File: config.mk
export PLATFORM = sky130hd
export DESIGN_NAME = alu_multicycle_flat
export DESIGN_NICKNAME = d
export VERILOG_FILES = /design/src/rtl/alu_pkg.sv /design/src/rtl/alu_multicycle_if.sv /design/src/rtl/alu_mul_iter.sv /design/src/rtl/alu_multicycle.sv /design/src/flat_wrapper.sv
export SDC_FILE = /design/constraint.sdc
export NUM_CORES = 1
export LEC_CHECK = 0
export ABC_AREA = 0
export ABC_CLOCK_PERIOD_IN_PS = 2300
export BUFFER_PORTS_ARGS = -buffer_cell sky130_fd_sc_hd__buf_2
export CORE_MARGIN = 2
export CORE_UTILIZATION = 30
export CTS_BUF_LIST = sky130_fd_sc_hd__clkbuf_8 sky130_fd_sc_hd__clkbuf_16
export DETAILED_ROUTE_END_ITERATION = 7
export HOLD_SLACK_MARGIN = 0.12
export PLACE_DENSITY = 0.45
export SYNTH_ARGS = -nofsm -noshare
export SYNTH_HDL_FRONTEND = slang
export SYNTH_SLANG_ARGS = --single-unit
File: constraint.sdc
create_clock -name CLK -period 2.3 [get_ports CLK]
set_input_delay 0.115 -clock CLK [delete_from_list [all_inputs] [get_ports CLK]]
set_output_delay 0.115 -clock CLK [all_outputs]
set_load 0.02 [all_outputs]
File: src/rtl/alu_pkg.sv
// Shared opcode and FSM state types for the multi-cycle ALU, plus the clog2 helper
// used to size shift and iteration counters.
package alu_pkg;

   typedef enum logic [2:0] {
      OP_FWD = 3'b000,
      OP_ADD = 3'b001,
      OP_AND = 3'b010,
      OP_OR  = 3'b011,
      OP_SLL = 3'b100,
      OP_SRL = 3'b101,
      OP_SRA = 3'b110,
      OP_MUL = 3'b111
   } op_t;

   typedef enum logic [1:0] {
      ST_IDLE   = 2'd0,
      ST_EXEC   = 2'd1,
      ST_FINISH = 2'd2
   } state_t;

   localparam int WIDTH_MIN = 4;
   localparam int WIDTH_MAX = 32;

   function automatic int clog2(input int value);
      int result;
      int rem;
      result = 0;
      rem    = value - 1;
      while (rem > 0) begin
         result = result + 1;
         rem    = rem >> 1;
      end
      return result;
   endfunction

endpackage

File: src/rtl/alu_multicycle_if.sv
// Request/response bundle between an ALU client (master) and alu_multicycle (slave).
interface alu_multicycle_if #(
   parameter int WIDTH = 8
);
   logic             START;
   logic [2:0]       SELECT;
   logic [WIDTH-1:0] DATA1;
   logic [WIDTH-1:0] DATA2;
   logic             BUSY;
   logic             DONE;
   logic [WIDTH-1:0] RESULT;
   logic             ZERO;
   logic             OVERFLOW;

   modport master (
      output START, SELECT, DATA1, DATA2,
      input  BUSY, DONE, RESULT, ZERO, OVERFLOW
   );

   modport slave (
      input  START, SELECT, DATA1, DATA2,
      output BUSY, DONE, RESULT, ZERO, OVERFLOW
   );
endinterface

File: src/rtl/alu_mul_iter.sv
// Iterative shift-add multiplier: one partial product per cycle for WIDTH cycles.
// Only the low WIDTH product bits are kept, which are identical for signed and unsigned operands.
module alu_mul_iter
   import alu_pkg::*;
#(
   parameter int WIDTH = 8
) (
   input  logic             CLK,
   input  logic             RESET,
   input  logic             load,
   input  logic [WIDTH-1:0] a,
   input  logic [WIDTH-1:0] b,
   output logic             busy,
   output logic [WIDTH-1:0] product
);
   localparam int SHW = clog2(WIDTH) + 1;

   logic [WIDTH-1:0] acc_reg;
   logic [WIDTH-1:0] mcand_reg;
   logic [WIDTH-1:0] mplier_reg;
   logic [SHW-1:0]   cnt_reg;

   always_ff @(posedge CLK) begin
      if (RESET) begin
         acc_reg    <= '0;
         mcand_reg  <= '0;
         mplier_reg <= '0;
         cnt_reg    <= '0;
      end else if (load) begin
         acc_reg    <= '0;
         mcand_reg  <= a;
         mplier_reg <= b;
         cnt_reg    <= SHW'(WIDTH);
      end else if (cnt_reg != '0) begin
         if (mplier_reg[0]) begin
            acc_reg <= acc_reg + mcand_reg;
         end
         mcand_reg  <= {mcand_reg[WIDTH-2:0], 1'b0};
         mplier_reg <= {1'b0, mplier_reg[WIDTH-1:1]};
         cnt_reg    <= cnt_reg - SHW'(1);
      end
   end

   assign busy    = (cnt_reg != '0);
   assign product = acc_reg;

endmodule

File: src/rtl/alu_multicycle.sv
// Multi-cycle ALU: single-cycle logic/arith ops, bit-serial shifts and an iterative
// multiplier, sequenced by an IDLE/EXEC/FINISH controller with a one-cycle DONE pulse.
module alu_multicycle
   import alu_pkg::*;
#(
   parameter int WIDTH = 8
) (
   input  logic            CLK,
   input  logic            RESET,
   alu_multicycle_if.slave bus
);
   localparam int SHW = clog2(WIDTH) + 1;
   localparam logic [WIDTH-1:0] WIDTH_V = WIDTH'(WIDTH);

   if (WIDTH < WIDTH_MIN || WIDTH > WIDTH_MAX) begin : g_bad_width
      $error("alu_multicycle: WIDTH=%0d outside %0d..%0d", WIDTH, WIDTH_MIN, WIDTH_MAX);
   end

   state_t           state_reg, state_next;
   op_t              op_reg, op_next;
   logic [WIDTH-1:0] a_reg, a_next;
   logic [WIDTH-1:0] b_reg, b_next;
   logic [SHW-1:0]   shamt_reg, shamt_next;
   logic [SHW-1:0]   iter_reg, iter_next;
   logic [WIDTH-1:0] result_reg, result_next;
   logic             zero_reg, zero_next;
   logic             ovf_reg, ovf_next;

   logic             accept;
   logic [SHW-1:0]   shamt_sat;
   logic [WIDTH-1:0] sum;
   logic             add_ovf;
   logic [WIDTH-1:0] shift_one;
   logic             is_shift;
   logic             last_exec;
   logic             mul_load;
   logic             mul_busy;
   logic [WIDTH-1:0] mul_product;

   assign accept    = (state_reg == ST_IDLE) && bus.START;
   assign shamt_sat = (bus.DATA2 >= WIDTH_V) ? SHW'(WIDTH) : bus.DATA2[SHW-1:0];
   assign sum       = a_reg + b_reg;
   assign add_ovf   = (a_reg[WIDTH-1] == b_reg[WIDTH-1]) && (sum[WIDTH-1] != a_reg[WIDTH-1]);
   assign is_shift  = (op_reg == OP_SLL) || (op_reg == OP_SRL) || (op_reg == OP_SRA);
   // The multiplier is loaded straight from the bus on the accepting edge so it
   // starts iterating in the first EXEC cycle.
   assign mul_load  = accept && (op_t'(bus.SELECT) == OP_MUL);
   assign last_exec = (op_reg == OP_MUL) ? !mul_busy : (iter_reg == SHW'(1));

   always_comb begin
      shift_one = a_reg;
      case (op_reg)
         OP_SLL:  shift_one = {a_reg[WIDTH-2:0], 1'b0};
         OP_SRL:  shift_one = {1'b0, a_reg[WIDTH-1:1]};
         OP_SRA:  shift_one = {a_reg[WIDTH-1], a_reg[WIDTH-1:1]};
         default: shift_one = a_reg;
      endcase
   end

   alu_mul_iter #(
      .WIDTH (WIDTH)
   ) u_mul (
      .CLK     (CLK),
      .RESET   (RESET),
      .load    (mul_load),
      .a       (bus.DATA1),
      .b       (bus.DATA2),
      .busy    (mul_busy),
      .product (mul_product)
   );

   always_comb begin
      state_next  = state_reg;
      op_next     = op_reg;
      a_next      = a_reg;
      b_next      = b_reg;
      shamt_next  = shamt_reg;
      iter_next   = iter_reg;
      result_next = result_reg;
      zero_next   = zero_reg;
      ovf_next    = ovf_reg;

      case (state_reg)
         ST_IDLE: begin
            if (accept) begin
               state_next = ST_EXEC;
               op_next    = op_t'(bus.SELECT);
               a_next     = bus.DATA1;
               b_next     = bus.DATA2;
               shamt_next = shamt_sat;
               iter_next  = SHW'(1);
               // A zero-count shift still occupies one EXEC cycle.
               if (bus.SELECT[2] && (bus.SELECT != 3'b111) && (shamt_sat != '0)) begin
                  iter_next = shamt_sat;
               end
            end
         end

         ST_EXEC: begin
            if (is_shift && (shamt_reg != '0)) begin
               a_next     = shift_one;
               shamt_next = shamt_reg - SHW'(1);
            end
            if (iter_reg != '0) begin
               iter_next = iter_reg - SHW'(1);
            end
            if (last_exec) begin
               state_next = ST_FINISH;
               ovf_next   = 1'b0;
               case (op_reg)
                  OP_FWD:  result_next = b_reg;
                  OP_ADD: begin
                     result_next = sum;
                     ovf_next    = add_ovf;
                  end
                  OP_AND:  result_next = a_reg & b_reg;
                  OP_OR:   result_next = a_reg | b_reg;
                  OP_MUL:  result_next = mul_product;
                  default: result_next = a_next;
               endcase
               zero_next = (result_next == '0);
            end
         end

         ST_FINISH: state_next = ST_IDLE;

         default: state_next = ST_IDLE;
      endcase
   end

   always_ff @(posedge CLK) begin
      if (RESET) begin
         state_reg <= ST_IDLE;
      end else begin
         state_reg <= state_next;
      end
   end

   always_ff @(posedge CLK) begin
      if (RESET) begin
         op_reg     <= OP_FWD;
         a_reg      <= '0;
         b_reg      <= '0;
         shamt_reg  <= '0;
         iter_reg   <= '0;
         result_reg <= '0;
         zero_reg   <= 1'b1;
         ovf_reg    <= 1'b0;
      end else begin
         op_reg     <= op_next;
         a_reg      <= a_next;
         b_reg      <= b_next;
         shamt_reg  <= shamt_next;
         iter_reg   <= iter_next;
         result_reg <= result_next;
         zero_reg   <= zero_next;
         ovf_reg    <= ovf_next;
      end
   end

   assign bus.BUSY     = (state_reg != ST_IDLE);
   assign bus.DONE     = (state_reg == ST_FINISH);
   assign bus.RESULT   = result_reg;
   assign bus.ZERO     = zero_reg;
   assign bus.OVERFLOW = ovf_reg;

endmodule

File: src/flat_wrapper.sv
// flat-port wrapper written by rule: the top's interface ports become plain ports
module alu_multicycle_flat import alu_pkg::*;
#(
   parameter int WIDTH = 8
)
  (CLK, RESET, bus_START, bus_SELECT, bus_DATA1, bus_DATA2, bus_BUSY, bus_DONE, bus_RESULT, bus_ZERO, bus_OVERFLOW);
  alu_multicycle_if #(.WIDTH(WIDTH)) bus_i ();
  input  logic CLK;
  input  logic RESET;
  input wire logic [$bits(bus_i.START)-1:0] bus_START;
  input wire logic [$bits(bus_i.SELECT)-1:0] bus_SELECT;
  input wire logic [$bits(bus_i.DATA1)-1:0] bus_DATA1;
  input wire logic [$bits(bus_i.DATA2)-1:0] bus_DATA2;
  output wire logic [$bits(bus_i.BUSY)-1:0] bus_BUSY;
  output wire logic [$bits(bus_i.DONE)-1:0] bus_DONE;
  output wire logic [$bits(bus_i.RESULT)-1:0] bus_RESULT;
  output wire logic [$bits(bus_i.ZERO)-1:0] bus_ZERO;
  output wire logic [$bits(bus_i.OVERFLOW)-1:0] bus_OVERFLOW;
  assign bus_i.START = bus_START;
  assign bus_i.SELECT = bus_SELECT;
  assign bus_i.DATA1 = bus_DATA1;
  assign bus_i.DATA2 = bus_DATA2;
  assign bus_BUSY = bus_i.BUSY;
  assign bus_DONE = bus_i.DONE;
  assign bus_RESULT = bus_i.RESULT;
  assign bus_ZERO = bus_i.ZERO;
  assign bus_OVERFLOW = bus_i.OVERFLOW;
  alu_multicycle #(.WIDTH(WIDTH)) u_core (.CLK(CLK), .RESET(RESET), .bus(bus_i));
endmodule
==> impl_metrics.csv, run 1 <==
group,metric,value,unit
status,outcome,"complete, no violations",
setup_path,r2r_start,"u_core.u_mul.cnt_reg[1]",
routing,viasPerCell,5.120,
job,maxCapViolations,0,
grt,grt_pass1_wl,21450,um
timing,tightest_slew,0.5240,ns
min_path,hold_class,"primary input to flip-flop",
synth,synth_mux_area_frac,0.06714,
clock_tree,root_buffer,"clkbuf_16",
grt,track_usage,0.1746,
floorplan,die_area,15710,um^2
synth,synthCells,560,
synth,yosys.area_share.simple,0.2303,
timing,setup_viol,0,
floorplan,ioPinCount,34,
setup_path,cp-end-kind,"flip-flop",
synth,synth_top_family_by_area,"simple AND/OR/NAND/NOR gates",
setup_path,critPathKind,"flip-flop to flip-flop",
placement,dp_hpwl,10110,um
timing,fin_crit_sh,0.9529,
timing,setup_ws,0.1083,ns
synth,yosys_warnings,0,
synth,synth_area_leaders,"dfxtp_1 (30%), ha_1 (7.6%), nand2_1 (6.7%), a21oi_1 (6.0%), mux2i_1 (5.9%)",
timing,maxSlewHeadroom,0.6507,
synth,synth-edff-count,0,
layout,fin_nets,677,
floorplan,initial_core_util,0.3050,
timing,clock.fmax,0.4563,GHz
synth,synth_common_cells,"nand2_1 (79), dfxtp_1 (67), nor2_1 (64)",
synth,synth_xor_area_frac,0.01586,
grt,gr-total-overflow,0,
placement,io_buffers,33,
timing,fin_crit,2.192,ns
grt,first_global_vias,4046,
power,peakVddDrop,0.5040,mV
synth,ys_ff_latch,67,
routing,drtPass1Iterations,5,
routing,wl,13340,um
clock_tree,cts_tree,"done",
setup_path,cp.arrival,2.46,ns
routing,num_vias,4173,
setup_path,crit_path_start_kind,"flip-flop",
routing,post_drt_wl_per_cell,16.37,um
layout,postLayoutCellArea,5475,um^2
clock_tree,path_clk_slew,0.06,ns
layout,syn2layout_area_growth,23.97,%
synth,yosysSeqAreaShare,0.3037,
setup_path,cp_data_required_time,2.57,ns
synth,syn_nets,611,
clock_tree,cts.sinks,67,
routing,drc,0,
setup_path,crit_fanout,5,
synth,netlist_area,4417,um^2
clock_tree,clock_latency,0.34,ns
synth,yosys.area_share.adder,0.08555,
layout,num_antenna_cells,0,
setup_path,startpoint,"u_core.u_mul.cnt_reg[1]",
clock_tree,cts_buffer_depth,2,
grt,grt_antenna_before_repair,0,
synth,synth.distinct_cells,65,
placement,globalplace.congestion,0.9089,
clock_tree,cts_made_buffers,9,
setup_path,rr_worst_depth,10,
placement,dpl_cell_area,4936,um^2
timing,maxSlewViolCount,0,
floorplan,row_count,44,
grt,grt_max_degree,34,
routing,drtIter0Drc,212,
floorplan,core_area,14480,um^2
placement,pre_cts_slack,0.07044,ns
synth,async_flop_share,0,
floorplan,die-width,125.3,um
power,power.total,0.004023,W
power,pwr_density_cell,734.8,nW/um^2
synth,synth_most_common_cell,"nand2_1",
power,leakage,2.161,nW
synth,synth_compound_area_frac,0.2300,
floorplan,die_y,125.3,um
timing,setup_tns,0,ns
clock_tree,cts-htree-levels,3,
timing,fin_skew,0.005860,ns
layout,drive_gt1_frac,0.1870,
synth,avgSynthCellArea,7.887,um^2
min_path,holdCritStartpoint,"bus_DATA1[6]",
timing,finalHoldViolCount,0,
min_path,min_path_cells,3,
synth,synth.largest_area_cell,"dfxtp_1",
synth,synth_top_area_frac,0.3037,
routing,ant_nets,0,
synth,ys.flop_type,"dfxtp_1",
-- path summary, 6_finish.rpt --
check | endpoint | slack [ns]
worst max register to register | u_core.u_mul.product[7] | 0.11
worst min-delay path | u_core.a_reg[6] | 0.15
worst min register to register | u_core.bus.RESULT[3] | 0.45
worst max-delay path | u_core.u_mul.product[7] | 0.11
-- cells in the final DEF (no fill, tap or decap), drive strengths merged, types with 4 or more instances in the layout --
cell type and n:
a21oi 56, or3 4, ha 27, nor2 67, nor2b 7, nand4 5
o211ai 7, a22oi 5, o21ai 19, clkbuf 9, nand2 81, inv 34
nand2b 12, o22ai 7, nor3 12, a21o 4, buf 70, dlygate4sd3 18
nor3b 5, a211oi 22, xnor2 6, dfxtp 67, nand3 8, mux2i 27
-- cell families after synthesis --
group,after synthesis
xor+xnor,8
flops,67
fa+ha+maj,29
mux,28
compound gates,148
buf+inv,66
simple gates,214
-- through the flow --
stage	cells	hold WS, ns	utilization
floorplan	560	0.2510	-
global placement	777	0.3850	0.3409
detailed placement	777	0.3870	0.3409
CTS	811	0.1291	0.3737
global route	815	0.1475	0.3782
finish	815	0.1451	0.3782
-- where the power goes --
group          switching, W  internal (W)
logic              0.000682      0.000601
clock network      0.000555      0.000835
registers         0.0000917       0.00126
-- layout make-up --
cell class | count | area, um^2
tap | 184 | 230.2
multi-input combinational | 427 | 2810
fill | 1541 | 9004
sequential | 67 | 1343
inverter | 33 | 123.9
clock buffer | 9 | 225.2
clock inverter | 7 | 70.07
timing repair buffer | 88 | 673.1
-- per-layer routing --
metal / global-route usage / up-vias / wire [um]
li1: - / 2102 / -
met1: 0.2259 / 1965 / 6237
met2: 0.2900 / 89 / 6341
met3: 0.03680 / 17 / 489
met4: 0.05882 / 0 / 269
met5: 0 / - / 0
-- worst max-delay path: stages, from the launching register on --
cell and delay (ns):
dfxtp_1 0.34, inv_1 0.06, ha_2 0.19, nor3b_4 0.15, buf_4 0.16, buf_4 0.14, buf_4 0.13, nand2b_4 0.15
or4_4 0.51, a21o_1 0.18, a21oi_2 0.11
-- what timing repair did --
| item | in CTS | in global routing |
|---|---|---|
| buffers inserted | 0 | 4 |
| gates resized for setup | 0 | 9 |
| hold buffers | 18 | 0 |
| setup endpoints to repair | 0 | 7 |
| endpoints found under the hold margin | 30 | 0 |
Power figures use the tool's default switching activity.
==> run 2: changes to the inputs <==
--- a/config.mk
+++ b/config.mk
@@ -7,12 +7,12 @@
 export LEC_CHECK = 0
 export ABC_AREA = 0
 export ABC_CLOCK_PERIOD_IN_PS = 2300
-export BUFFER_PORTS_ARGS = -buffer_cell sky130_fd_sc_hd__buf_2
+export BUFFER_PORTS_ARGS = -buffer_cell sky130_fd_sc_hd__buf_4
 export CORE_MARGIN = 2
 export CORE_UTILIZATION = 30
-export CTS_BUF_LIST = sky130_fd_sc_hd__clkbuf_8 sky130_fd_sc_hd__clkbuf_16
 export DETAILED_ROUTE_END_ITERATION = 7
 export HOLD_SLACK_MARGIN = 0.12
+export MAX_ROUTING_LAYER = met4
 export PLACE_DENSITY = 0.45
 export SYNTH_ARGS = -nofsm -noshare
 export SYNTH_HDL_FRONTEND = slang
==> run 2 against run 1 <==
Compared with the run above: wire length grew 0.97%; die area is the same; clock power is essentially flat; critical endpoint is now u_core.bus.OVERFLOW.
==> impl_metrics.csv, run 2 (synthesis gave the netlist of run 1 again) <==
group,metric,value,unit
floorplan,row_count,44,
setup_path,cp-end-kind,"flip-flop",
layout,num_antenna_cells,0,
grt,grt_pass1_wl,21750,um
routing,drc,0,
floorplan,die-width,125.3,um
clock_tree,root_buffer,"clkbuf_16",
routing,wl,13470,um
setup_path,r2r_slack,0.14,ns
power,peakVddDrop,0.3363,mV
clock_tree,cts-htree-levels,3,
timing,fin_crit_sh,0.9401,
setup_path,crit_path_start_kind,"flip-flop",
layout,syn2layout_area_growth,26.20,%
layout,final_cell_mix,"nand2_1 (79), buf_4 (71), nor2_1 (64)",
floorplan,die_area,15710,um^2
clock_tree,cts_made_buffers,9,
floorplan,core_area,14480,um^2
floorplan,initial_core_util,0.3050,
floorplan,die_y,125.3,um
grt,grt_max_degree,46,
timing,setup_tns,0,ns
status,outcome,"complete, no violations",
clock_tree,cts_buffer_depth,2,
routing,drtIter0Drc,200,
clock_tree,path_clk_slew,0.06,ns
setup_path,cp_data_required_time,2.56,ns
placement,globalplace.congestion,0.9219,
floorplan,ioPinCount,34,
timing,maxSlewViolCount,0,
power,power.total,0.004005,W
min_path,hold_class,"primary input to flip-flop",
timing,grt_setup_unrepaired,"false",
job,maxCapViolations,0,
routing,num_vias,4193,
setup_path,critPathKind,"flip-flop to flip-flop",
timing,fin_crit,2.162,ns
setup_path,rr_worst_depth,9,
power,leakage,2.209,nW
layout,layoutNonFillerInstCount,820,
timing,maxSlewHeadroom,0.6499,
clock_tree,clock_latency,0.34,ns
timing,tightest_slew,0.5251,ns
grt,first_global_vias,4027,
layout,drive_gt1_frac,0.1871,
power,pwr_density_cell,718.5,nW/um^2
grt,gr-total-overflow,0,
setup_path,crit_fanout,5,
clock_tree,cts_tree,"done",
routing,post_drt_wl_per_cell,16.42,um
timing,finalHoldViolCount,0,
grt,grt_antenna_before_repair,0,
routing,ant_nets,0,
placement,post-place-cells,780,
layout,fin_nets,683,
timing,clock.fmax,0.4625,GHz
min_path,min_path_cells,5,
grt,track_usage,0.1807,
placement,dp_hpwl,10250,um
layout,final_common_cell,"nand2_1",
routing,viasPerCell,5.113,
clock_tree,cts.sinks,67,
timing,setup_viol,0,
setup_path,cp.arrival,2.43,ns
placement,pre_cts_slack,0.1005,ns
placement,io_buffers,33,
timing,fin_skew,0.005346,ns
timing,setup_ws,0.1378,ns
routing,drtPass1Iterations,5,
[run 2: critical path: stages, from the launching register on]
cell       delay, ns
dfxtp_2         0.38
inv_1           0.06
ha_1            0.32
a211oi_2        0.30
o21bai_2        0.16
a2111oi_4       0.33
or2_4           0.19
xnor2_1         0.11
nand4_1         0.11
a21oi_1         0.15
[run 2: power by group]
part / total, W / leakage [nW] / switching (W) / internal (W)
logic: 0.00126 / 1.52 / 0.000671 / 0.000587
clock network: 0.00139 / 0.146 / 0.000502 / 0.000891
registers: 0.00135 / 0.548 / 0.0000942 / 0.00126
[run 2: metrics by stage]
stage / hold WS [ns] / util / instance area (um^2)
3_3_place_gp: 0.3873 / 0.3464 / 5016
6_report: 0.3472 / 0.3850 / 5574
5_1_grt: 0.3628 / 0.3850 / 5574
2_1_floorplan: 0.2510 / - / 4417
4_1_cts: 0.3478 / 0.3814 / 5522
3_5_place_dp: 0.3959 / 0.3464 / 5016
[run 2: per-layer routing]
layer | track usage | vias to the layer above | wire length (um)
met5 | - | - | 0
met4 | 0.07124 | 0 | 296
met3 | 0.02953 | 19 | 525
met2 | 0.2836 | 73 | 6454
met1 | 0.2330 | 1987 | 6191
li1 | - | 2114 | -
[run 2: worst paths after layout]
| check | from | endpoint |
|---|---|---|
| min | bus_START | u_core.b_reg[1] |
| max reg2reg | u_core.b_reg[1] | u_core.bus.OVERFLOW |
| min reg2reg | u_core.bus.RESULT[2] | u_core.bus.RESULT[2] |
| max | u_core.b_reg[1] | u_core.bus.OVERFLOW |
[run 2: repair_timing]
item	in CTS	in global routing
gates resized for setup	0	10
buffers inserted	0	4
hold buffers	21	0
endpoints found under the setup margin	0	6
endpoints found under the hold margin	33	0
[run 2: layout make-up]
type	count	area, um^2
fill	1523	8905
inverter	33	123.9
multi-input combinational	427	2795
timing repair buffer	94	783.3
sequential	67	1346
clock buffer	13	260.3
clock inverter	2	35.03
tap	184	230.2
